`src/rtl/axi_log_event_arbiter.sv`:
```
// axi_log_event_arbiter
// Snoops AR/AW handshakes into one small FIFO per channel and drains them
// round-robin, one event per cycle, into the single event stream of the AXI
// BRAM logger. Events lost to a full FIFO are counted per channel.
module axi_log_event_arbiter #(
    parameter int unsigned AXI_ADDR_BITW = 32,
    parameter int unsigned AXI_ID_BITW   = 8,
    parameter int unsigned AXI_LEN_BITW  = 8,
    parameter int unsigned FIFO_DEPTH    = 4,
    parameter int unsigned DROP_CNT_BITW = 16
) (
    input  logic                     Clk_CI,
    input  logic                     Rst_RI,
    input  logic                     ArValid_SI,
    input  logic                     ArReady_SI,
    input  logic [AXI_ID_BITW-1:0]   ArId_DI,
    input  logic [AXI_ADDR_BITW-1:0] ArAddr_DI,
    input  logic [AXI_LEN_BITW-1:0]  ArLen_DI,
    input  logic                     AwValid_SI,
    input  logic                     AwReady_SI,
    input  logic [AXI_ID_BITW-1:0]   AwId_DI,
    input  logic [AXI_ADDR_BITW-1:0] AwAddr_DI,
    input  logic [AXI_LEN_BITW-1:0]  AwLen_DI,
    input  logic                     Clear_SI,
    input  logic                     LoggerFull_SI,
    output logic                     LogValid_SO,
    output logic [AXI_ID_BITW:0]     LogId_DO,
    output logic [AXI_ADDR_BITW-1:0] LogAddr_DO,
    output logic [AXI_LEN_BITW-1:0]  LogLen_DO,
    output logic [DROP_CNT_BITW-1:0] ArDrops_DO,
    output logic [DROP_CNT_BITW-1:0] AwDrops_DO,
    output logic                     Overflow_SO
);

    localparam int unsigned ENTRY_BITW = AXI_ID_BITW + AXI_ADDR_BITW + AXI_LEN_BITW;
    localparam int unsigned PTR_BITW   = $clog2(FIFO_DEPTH);
    localparam int unsigned CNT_BITW   = PTR_BITW + 1;

    // Channel index 0 = AR, 1 = AW throughout.
    logic [ENTRY_BITW-1:0]    mem [2][FIFO_DEPTH];
    logic [PTR_BITW-1:0]      wr_ptr [2];
    logic [PTR_BITW-1:0]      rd_ptr [2];
    logic [CNT_BITW-1:0]      count [2];
    logic [DROP_CNT_BITW-1:0] drop_cnt [2];
    logic [ENTRY_BITW-1:0]    entry [2];
    logic [ENTRY_BITW-1:0]    head [2];
    logic [ENTRY_BITW-1:0]    head_sel;
    logic [1:0]               evt;
    logic [1:0]               push;
    logic [1:0]               pop;
    logic [1:0]               drop;
    logic [1:0]               nonempty;
    logic                     rr_aw;

    // Capture, arbitration and drop decisions for the current cycle.
    always_comb begin
        evt      = {AwValid_SI & AwReady_SI, ArValid_SI & ArReady_SI};
        entry[0] = {ArId_DI, ArAddr_DI, ArLen_DI};
        entry[1] = {AwId_DI, AwAddr_DI, AwLen_DI};
        pop      = '0;
        push     = '0;
        drop     = '0;
        for (int i = 0; i < 2; i++) begin
            nonempty[i] = (count[i] != '0);
            head[i]     = mem[i][rd_ptr[i]];
        end
        if (!Clear_SI && !LoggerFull_SI) begin
            if (nonempty[0] && (!nonempty[1] || !rr_aw)) begin
                pop[0] = 1'b1;
            end else if (nonempty[1]) begin
                pop[1] = 1'b1;
            end
        end
        for (int i = 0; i < 2; i++) begin
            if (evt[i] && !Clear_SI) begin
                if ((count[i] < CNT_BITW'(FIFO_DEPTH)) || pop[i]) begin
                    push[i] = 1'b1;
                end else begin
                    drop[i] = 1'b1;
                end
            end
        end
        head_sel = pop[1] ? head[1] : head[0];
    end

    // FIFO storage; contents need no reset since occupancy is tracked by count.
    always_ff @(posedge Clk_CI) begin
        for (int i = 0; i < 2; i++) begin
            if (push[i]) begin
                mem[i][wr_ptr[i]] <= entry[i];
            end
        end
    end

    // FIFO pointers, drop counters, round-robin pointer and output registers.
    always_ff @(posedge Clk_CI) begin
        if (Rst_RI) begin
            for (int i = 0; i < 2; i++) begin
                wr_ptr[i]   <= '0;
                rd_ptr[i]   <= '0;
                count[i]    <= '0;
                drop_cnt[i] <= '0;
            end
            rr_aw       <= 1'b0;
            Overflow_SO <= 1'b0;
            LogValid_SO <= 1'b0;
            LogId_DO    <= '0;
            LogAddr_DO  <= '0;
            LogLen_DO   <= '0;
        end else if (Clear_SI) begin
            for (int i = 0; i < 2; i++) begin
                wr_ptr[i]   <= '0;
                rd_ptr[i]   <= '0;
                count[i]    <= '0;
                drop_cnt[i] <= '0;
            end
            rr_aw       <= 1'b0;
            Overflow_SO <= 1'b0;
            LogValid_SO <= 1'b0;
        end else begin
            for (int i = 0; i < 2; i++) begin
                if (push[i]) begin
                    wr_ptr[i] <= wr_ptr[i] + PTR_BITW'(1);
                end
                if (pop[i]) begin
                    rd_ptr[i] <= rd_ptr[i] + PTR_BITW'(1);
                end
                count[i] <= count[i] + CNT_BITW'(push[i]) - CNT_BITW'(pop[i]);
                if (drop[i] && (drop_cnt[i] != '1)) begin
                    drop_cnt[i] <= drop_cnt[i] + DROP_CNT_BITW'(1);
                end
            end
            if (|drop) begin
                Overflow_SO <= 1'b1;
            end
            if (|pop) begin
                rr_aw       <= pop[0];
                LogValid_SO <= 1'b1;
                {LogId_DO, LogAddr_DO, LogLen_DO} <= {pop[1], head_sel};
            end else begin
                LogValid_SO <= 1'b0;
            end
        end
    end

    assign ArDrops_DO = drop_cnt[0];
    assign AwDrops_DO = drop_cnt[1];

endmodule

```
`config.mk`:
```
export PLATFORM = sky130hd
export DESIGN_NAME = axi_log_event_arbiter
export DESIGN_NICKNAME = d
export VERILOG_FILES = /design/src/rtl/axi_log_event_arbiter.sv
export SDC_FILE = /design/constraint.sdc
export NUM_CORES = 1
export LEC_CHECK = 0
export BUFFER_PORTS_ARGS = -buffer_cell sky130_fd_sc_hd__buf_2
export CAP_MARGIN = 15
export CORE_ASPECT_RATIO = 1.25
export CORE_MARGIN = 2
export CORE_UTILIZATION = 61
export CTS_BUF_LIST = sky130_fd_sc_hd__clkbuf_8
export CTS_CLUSTER_DIAMETER = 60
export DETAILED_ROUTE_END_ITERATION = 12
export PLACE_DENSITY = 0.9
export SYNTH_ARGS = -nofsm -noshare
export SYNTH_HDL_FRONTEND = slang
export SYNTH_SLANG_ARGS = --single-unit
```
`constraint.sdc`:
```
create_clock -name Clk_CI -period 3.3 [get_ports Clk_CI]
set_input_delay 0.165 -clock Clk_CI [delete_from_list [all_inputs] [get_ports Clk_CI]]
set_output_delay 0.165 -clock Clk_CI [all_outputs]
set_load 0.005 [all_outputs]
```
==> impl_metrics.tcl, run 1 <==
set metrics [dict create \
    gp_congestion 0.786 \
    clk_pin_slew_worst_paths_ps 60 \
    placementRows 71 \
    synth_mux_area_share_pct 14.1 \
    synth_flop_cell "edfxtp_1" \
    hold_viol_final 0 \
    drtIter0Drc 1052 \
    grt_setup_unrepaired "no" \
    tns_ps 0 \
    grt_pass1_wl_mm 63.5 \
    synthCells 986 \
    antenna_found_initial 6 \
    clkSinkCount 482 \
    remaining_drc_errors 0 \
    max-clock-path-buffers 3 \
    peakVddDrop_v 0.000393 \
    start_kind "flop" \
    io_buffers 186 \
    initial_utilization_pct 62.3 \
    r2r-start "count[0][2]" \
    root_buffer "clkbuf_8" \
    synth_cell_types 49 \
    yosys_warnings 0 \
    synth_async_sr_flop_share_pct 0 \
    synth.top_cell.area_share_pct 68.7 \
    dp_hpwl_mm 23.8 \
    synthAdderAreaFrac_pct 1.14 \
    wirelength_mm 41.3 \
    h-tree-depth 3 \
    cts-buffers-inserted 70 \
    worst_hold_path_type "in -> reg" \
    ant_nets 0 \
    ys_seq_area_share_pct 74.2 \
    synth_top_cell_by_area "edfxtp_1" \
    worst_pin_slew_ps 1130 \
    status "completed" \
    cp-startpoint "count[0][2]" \
    ys_seq_elements 482 \
    drv_slew 0 \
    crit_path_max_fanout 6 \
    coreArea_um2 30200 \
    viasPerCell 5.96 \
    power_density_nw_per_um2 540 \
    utilization_pct 74.9 \
    synthesis.area_um2 18800 \
    die_x_um 161 \
    n_fill_cell 1673 \
    synth_edf_count 430 \
    wl_per_cell_um 23.2 \
    period_share_pct 83.3 \
    grtUsageTotal_pct 26.1 \
    synth_xor_area_share_pct 1.40 \
    fin_worst_skew_ps 31.2 \
    io_pins 187 \
    finalSetupViolations 0 \
    synth_area_per_cell_um2 19.1 \
    vias 10623 \
    synth_compound_area_share_pct 4.43 \
    max_freq_mhz 364 \
    yosys-top-cells-area "edfxtp_1, mux4_2, dfxtp_1" \
    die_h_um 200 \
    dieArea_um2 32300 \
    cts_setup_buffers 0 \
    synth_top_family_by_area "multiplexers" \
    grt_overflow 0 \
    area_delta_synth_final_pct 20.3 \
    required_ps 3640 \
    leakage_nw 8.21 \
    final_layout_size_suffix_gt1_share_pct 30.6 \
    drt_pass1_iterations 5 \
    worst_setup_path_end_kind "flop" \
    grt_max_degree 97 \
    clk_latency_ps 610 \
    grt_pass1_vias 11222 \
    drv_cap 0 \
    crit_arrival_ps 3090 \
    synthSimpleGateAreaFrac_pct 2.59 \
    relSlewSlack_pct 24.5 \
    cts_tree "done" \
    num-nets-final 1438 \
    period_needed_ps 2750 \
    holdCritStartpoint "LoggerFull_SI" \
    critPathKind "reg -> reg" \
]
[repair_timing]
action / CTS / global route
resized for setup: 0 / 0
hold endpoints to repair: 391 / 0
hold buffers: 98 / 0
[critical path, cell delays in order (launching register included)]
cell      delay (ps)
edfxtp_1         450
or3_1            530
nand3b_1         180
inv_1             60
ha_1             270
inv_1             40
ha_1             200
fa_1             380
xnor2_1          190
xnor2_1          140
nor2_1            60
[layout by cell type, fill, tap and decap left out, types with 3 or more instances in the layout]
cell / count
edfxtp_1: 430
buf_2: 186
dlygate4sd3_1: 98
mux4_2: 96
clkbuf_8: 82
a21oi_1: 77
o21ai_0: 54
dfxtp_1: 52
mux2i_1: 48
inv_1: 42
xnor2_1: 22
ha_1: 14
clkinv_1: 13
buf_12: 13
nor2_1: 12
buf_4: 12
nand3_1: 11
nand2_1: 10
clkinv_2: 10
xor2_1: 8
nor3_1: 7
or3_1: 6
nand4_1: 6
and2_1: 6
conb_1: 6
diode_2: 5
and2_2: 4
and3_2: 4
a22oi_1: 4
nor4_1: 4
and3_1: 3
[metal layers]
metal	vias up	GRT usage, %	part of all wire [%]	wire, µm
li1	4630	-	-	-
met1	5368	32.8	38	15500
met2	532	45.2	52	21600
met3	91	4.95	7.4	3050
met4	2	10.0	2.8	1160
met5	-	0	0.027	11
[worst paths after layout]
check,end,slack (ps),cells after the start
worst max-delay path,count[0][2],550,10
worst max register to register,count[0][2],550,10
worst min register to register,LogId_DO[8],510,2
worst min-delay path,rr_aw,80,4
[per-stage QoR]
step | hold WS (ps) | cell area, µm² | power, W | setup WS (ps) | cells
final | 81.3 | 22600 | 0.0122 | 550 | 1781
after global routing | 122 | 22600 | 0.0126 | 415 | 1781
after CTS | 49.0 | 22600 | 0.0122 | 550 | 1776
after detailed placement | 381 | 20300 | 0.00776 | 557 | 1549
after global placement | 374 | 20300 | 0.00772 | 622 | 1549
after floorplan | 264 | 18800 | 0.00745 | 459 | 991
[report_power, final]
group          internal [W]  switching [W]
registers           0.00678      0.0000815
logic              0.000437       0.000451
clock network       0.00227        0.00221
total               0.00949        0.00274
[state kept, by name (all words and copies together) (netlist names)]
register,count
rd_ptr,4
LogId_DO,9
LogLen_DO,8
rr_aw,1
mem,384
LogValid_SO,1
wr_ptr,4
Overflow_SO,1
drop_cnt,32
count,6
LogAddr_DO,32
[Yosys cell counts (2+ instances only)]
library cell	instances
nand3_1	11
a21oi_1	77
nand4_1	6
and2_1	10
nand2b_1	2
a21boi_0	2
o21ai_0	54
dfxtp_1	52
nor4_1	4
ha_1	14
and3_1	7
and4_1	2
fa_1	2
buf_2	20
buf_4	4
nor3_1	7
inv_1	22
xor2_1	8
clkbuf_1	19
mux2i_1	48
edfxtp_1	430
nor2_1	12
nand2_1	10
nand3b_1	2
or2_2	2
or3_1	6
a22oi_1	4
xnor2_1	22
buf_6	11
nor3b_1	2
mux4_2	96
[final cells by class]
class / instances / area [µm²] / share of cell area [%]
clock inverters: 47 / 201 / 0.890
well taps: 401 / 502 / 2.22
repair buffers: 309 / 2260 / 10.0
multi-input cells: 433 / 4480 / 19.8
flip-flops and latches: 482 / 14000 / 61.7
diodes: 5 / 12.5 / 0.0553
inverters: 22 / 82.6 / 0.365
clock buffers: 82 / 1130 / 4.99
[cell families after synthesis]
group                    Yosys count
flip-flops                       482
AO/OA/AOI/OAI                    150
multiplexers                     144
AND/OR/NAND/NOR                   87
buffers and inverters             76
XOR/XNOR                          30
adder cells (fa/ha/maj)           16
other                              1
No activity file was read; power rests on OpenSTA's default activity.
==> run 2, diff against run 1 <==
Clock period 3.3 ns to 2.55 ns, I/O delays scaled along.
==> run 2 against run 1 <==
Compared with the run above: first-iteration DRC count down 8.3%; register-to-register slack worse by 440 ps; final cell count up 0.73%; non-clock buffer count increased by 16; via count increased by 0.36%; sequential share of layout area is 0.40 points lower; global-route usage is 0.43 points higher; power rose by 29%; clock skew down 7.1 ps; largest power group unchanged; hold slack improved by 34 ps.
==> impl_metrics.tcl, run 2 (synthesized netlist as in run 1, its figures left out) <==
set metrics [dict create \
    die_h_um 200 \
    worst_setup_path_end_kind "flop" \
    max-clock-path-buffers 3 \
    drt_pass1_iterations 5 \
    vias 10661 \
    wl_per_cell_um 23.4 \
    tns_ps 0 \
    cts-buffers-inserted 71 \
    final_cell_mix "edfxtp_1, buf_2, dlygate4sd3_1, mux4_2, clkbuf_8" \
    worst_pin_slew_ps 1100 \
    final_layout_size_suffix_gt1_share_pct 31.2 \
    clk_latency_ps 590 \
    drtIter0Drc 965 \
    placementRows 71 \
    power_density_nw_per_um2 694 \
    holdCritStartpoint "ArReady_SI" \
    dieArea_um2 32300 \
    h-tree-depth 3 \
    io_buffers 186 \
    grt_pass1_wl_mm 64.2 \
    max_freq_mhz 409 \
    start_kind "flop" \
    cp-startpoint "count[0][1]" \
    viasPerCell 5.94 \
    num-nets-final 1455 \
    coreArea_um2 30200 \
    peakVddDrop_v 0.000682 \
    routed.top_layer "met4" \
    largest_reg_flops 384 \
    remaining_drc_errors 0 \
    antenna_found_initial 2 \
    finalSetupViolations 0 \
    worst_hold_path_type "in -> reg" \
    leakage_nw 8.35 \
    required_ps 2880 \
    grt_overflow 0 \
    relSlewSlack_pct 26.9 \
    final_common_cell "edfxtp_1" \
    m1WireLength_mm 15.6 \
    root_buffer "clkbuf_8" \
    grt_max_degree 97 \
    n_fill_cell 1619 \
    crit_arrival_ps 2770 \
    critPathKind "reg -> reg" \
    met3_length_mm 2.97 \
    crit_path_max_fanout 2 \
    gp_congestion 0.811 \
    io_pins 187 \
    fin_worst_skew_ps 24.1 \
    clkSinkCount 482 \
    wirelength_mm 42.0 \
    grtUsageTotal_pct 26.5 \
    initial_utilization_pct 62.3 \
    r2r-start "count[0][1]" \
    status "completed" \
    clk_pin_slew_worst_paths_ps 60 \
    drv_slew 0 \
    wl_met2_mm 22.1 \
    period_share_pct 95.8 \
    area_delta_synth_final_pct 21.1 \
    register_area_um2 14000 \
    period_needed_ps 2440 \
    drv_cap 0 \
    grt_setup_unrepaired "no" \
    fin_cells 1794 \
    multiInputGateArea_um2 4500 \
    hold_viol_final 0 \
    cts_tree "done" \
    die_x_um 161 \
    ant_nets 0 \
    dp_cells 1564 \
    dp_hpwl_mm 24.9 \
    grt_pass1_vias 11444 \
]
-- run 2: cell types whose count changed in the layout (fill, tap and decap cells not counted), sizes merged --
cell,delta
inv,+15
diode,-2
buf,+16
clkinv,-16
-- run 2: power by group --
part	leakage [nW]	internal (W)	switching (W)	total, W
clock	0.808	0.00294	0.00281	0.00575
combinational	3.15	0.000587	0.000609	0.00120
sequential	4.40	0.00877	0.0000952	0.00886
-- run 2: final cells by class --
type | instances | share of cell area, %
diodes | 3 | 0.0330
flip-flops and latches | 482 | 61.3
inverters | 22 | 0.363
multi-input cells | 433 | 19.8
clock inverters | 46 | 0.846
clock buffers | 82 | 4.96
repair buffers | 325 | 10.6
well taps | 401 | 2.20
-- run 2: path summary, 6_finish.rpt --
path                 end  slack [ps]  depth (start not counted)
max reg2reg  count[0][2]         110                         10
min reg2reg  LogId_DO[8]         480                          2
max          count[0][2]         110                         10
min          Overflow_SO         120                          4
-- run 2: repair_timing --
| item | in CTS | in global routing |
|---|---|---|
| setup endpoints to repair | 0 | 1 |
| endpoints found under the hold margin | 391 | 0 |
| hold buffers | 98 | 0 |
| resized for setup | 0 | 3 |
| buffers inserted | 0 | 1 |
-- run 2: metal layers --
layer	vias to the layer above	GRT usage, %
li1	4661	-
met1	5362	32.2
met2	538	46.3
met5	-	0
met4	0	11.1
met3	100	5.61
-- run 2: worst max-delay path: stages, from the launching register on --
cell,delay (ps)
edfxtp_1,400
or3_4,390
nand3b_1,110
inv_1,50
ha_1,270
inv_1,40
ha_1,210
fa_2,370
xnor2_2,180
xnor2_1,140
nor2_1,50
-- run 2: metrics by stage --
stage | total power [W] | util, % | instance area (µm²) | worst slack, ps | hold WS (ps)
after global placement | 0.0100 | 67.7 | 20400 | 141 | 337
after detailed placement | 0.0101 | 67.7 | 20400 | 51.3 | 342
after floorplan | 0.00964 | - | 18800 | 14.4 | 226
after CTS | 0.0158 | 75.3 | 22700 | 45.8 | 99.4
final | 0.0158 | 75.4 | 22800 | 107 | 115
after global routing | 0.0163 | 75.4 | 22800 | 19.2 | 150
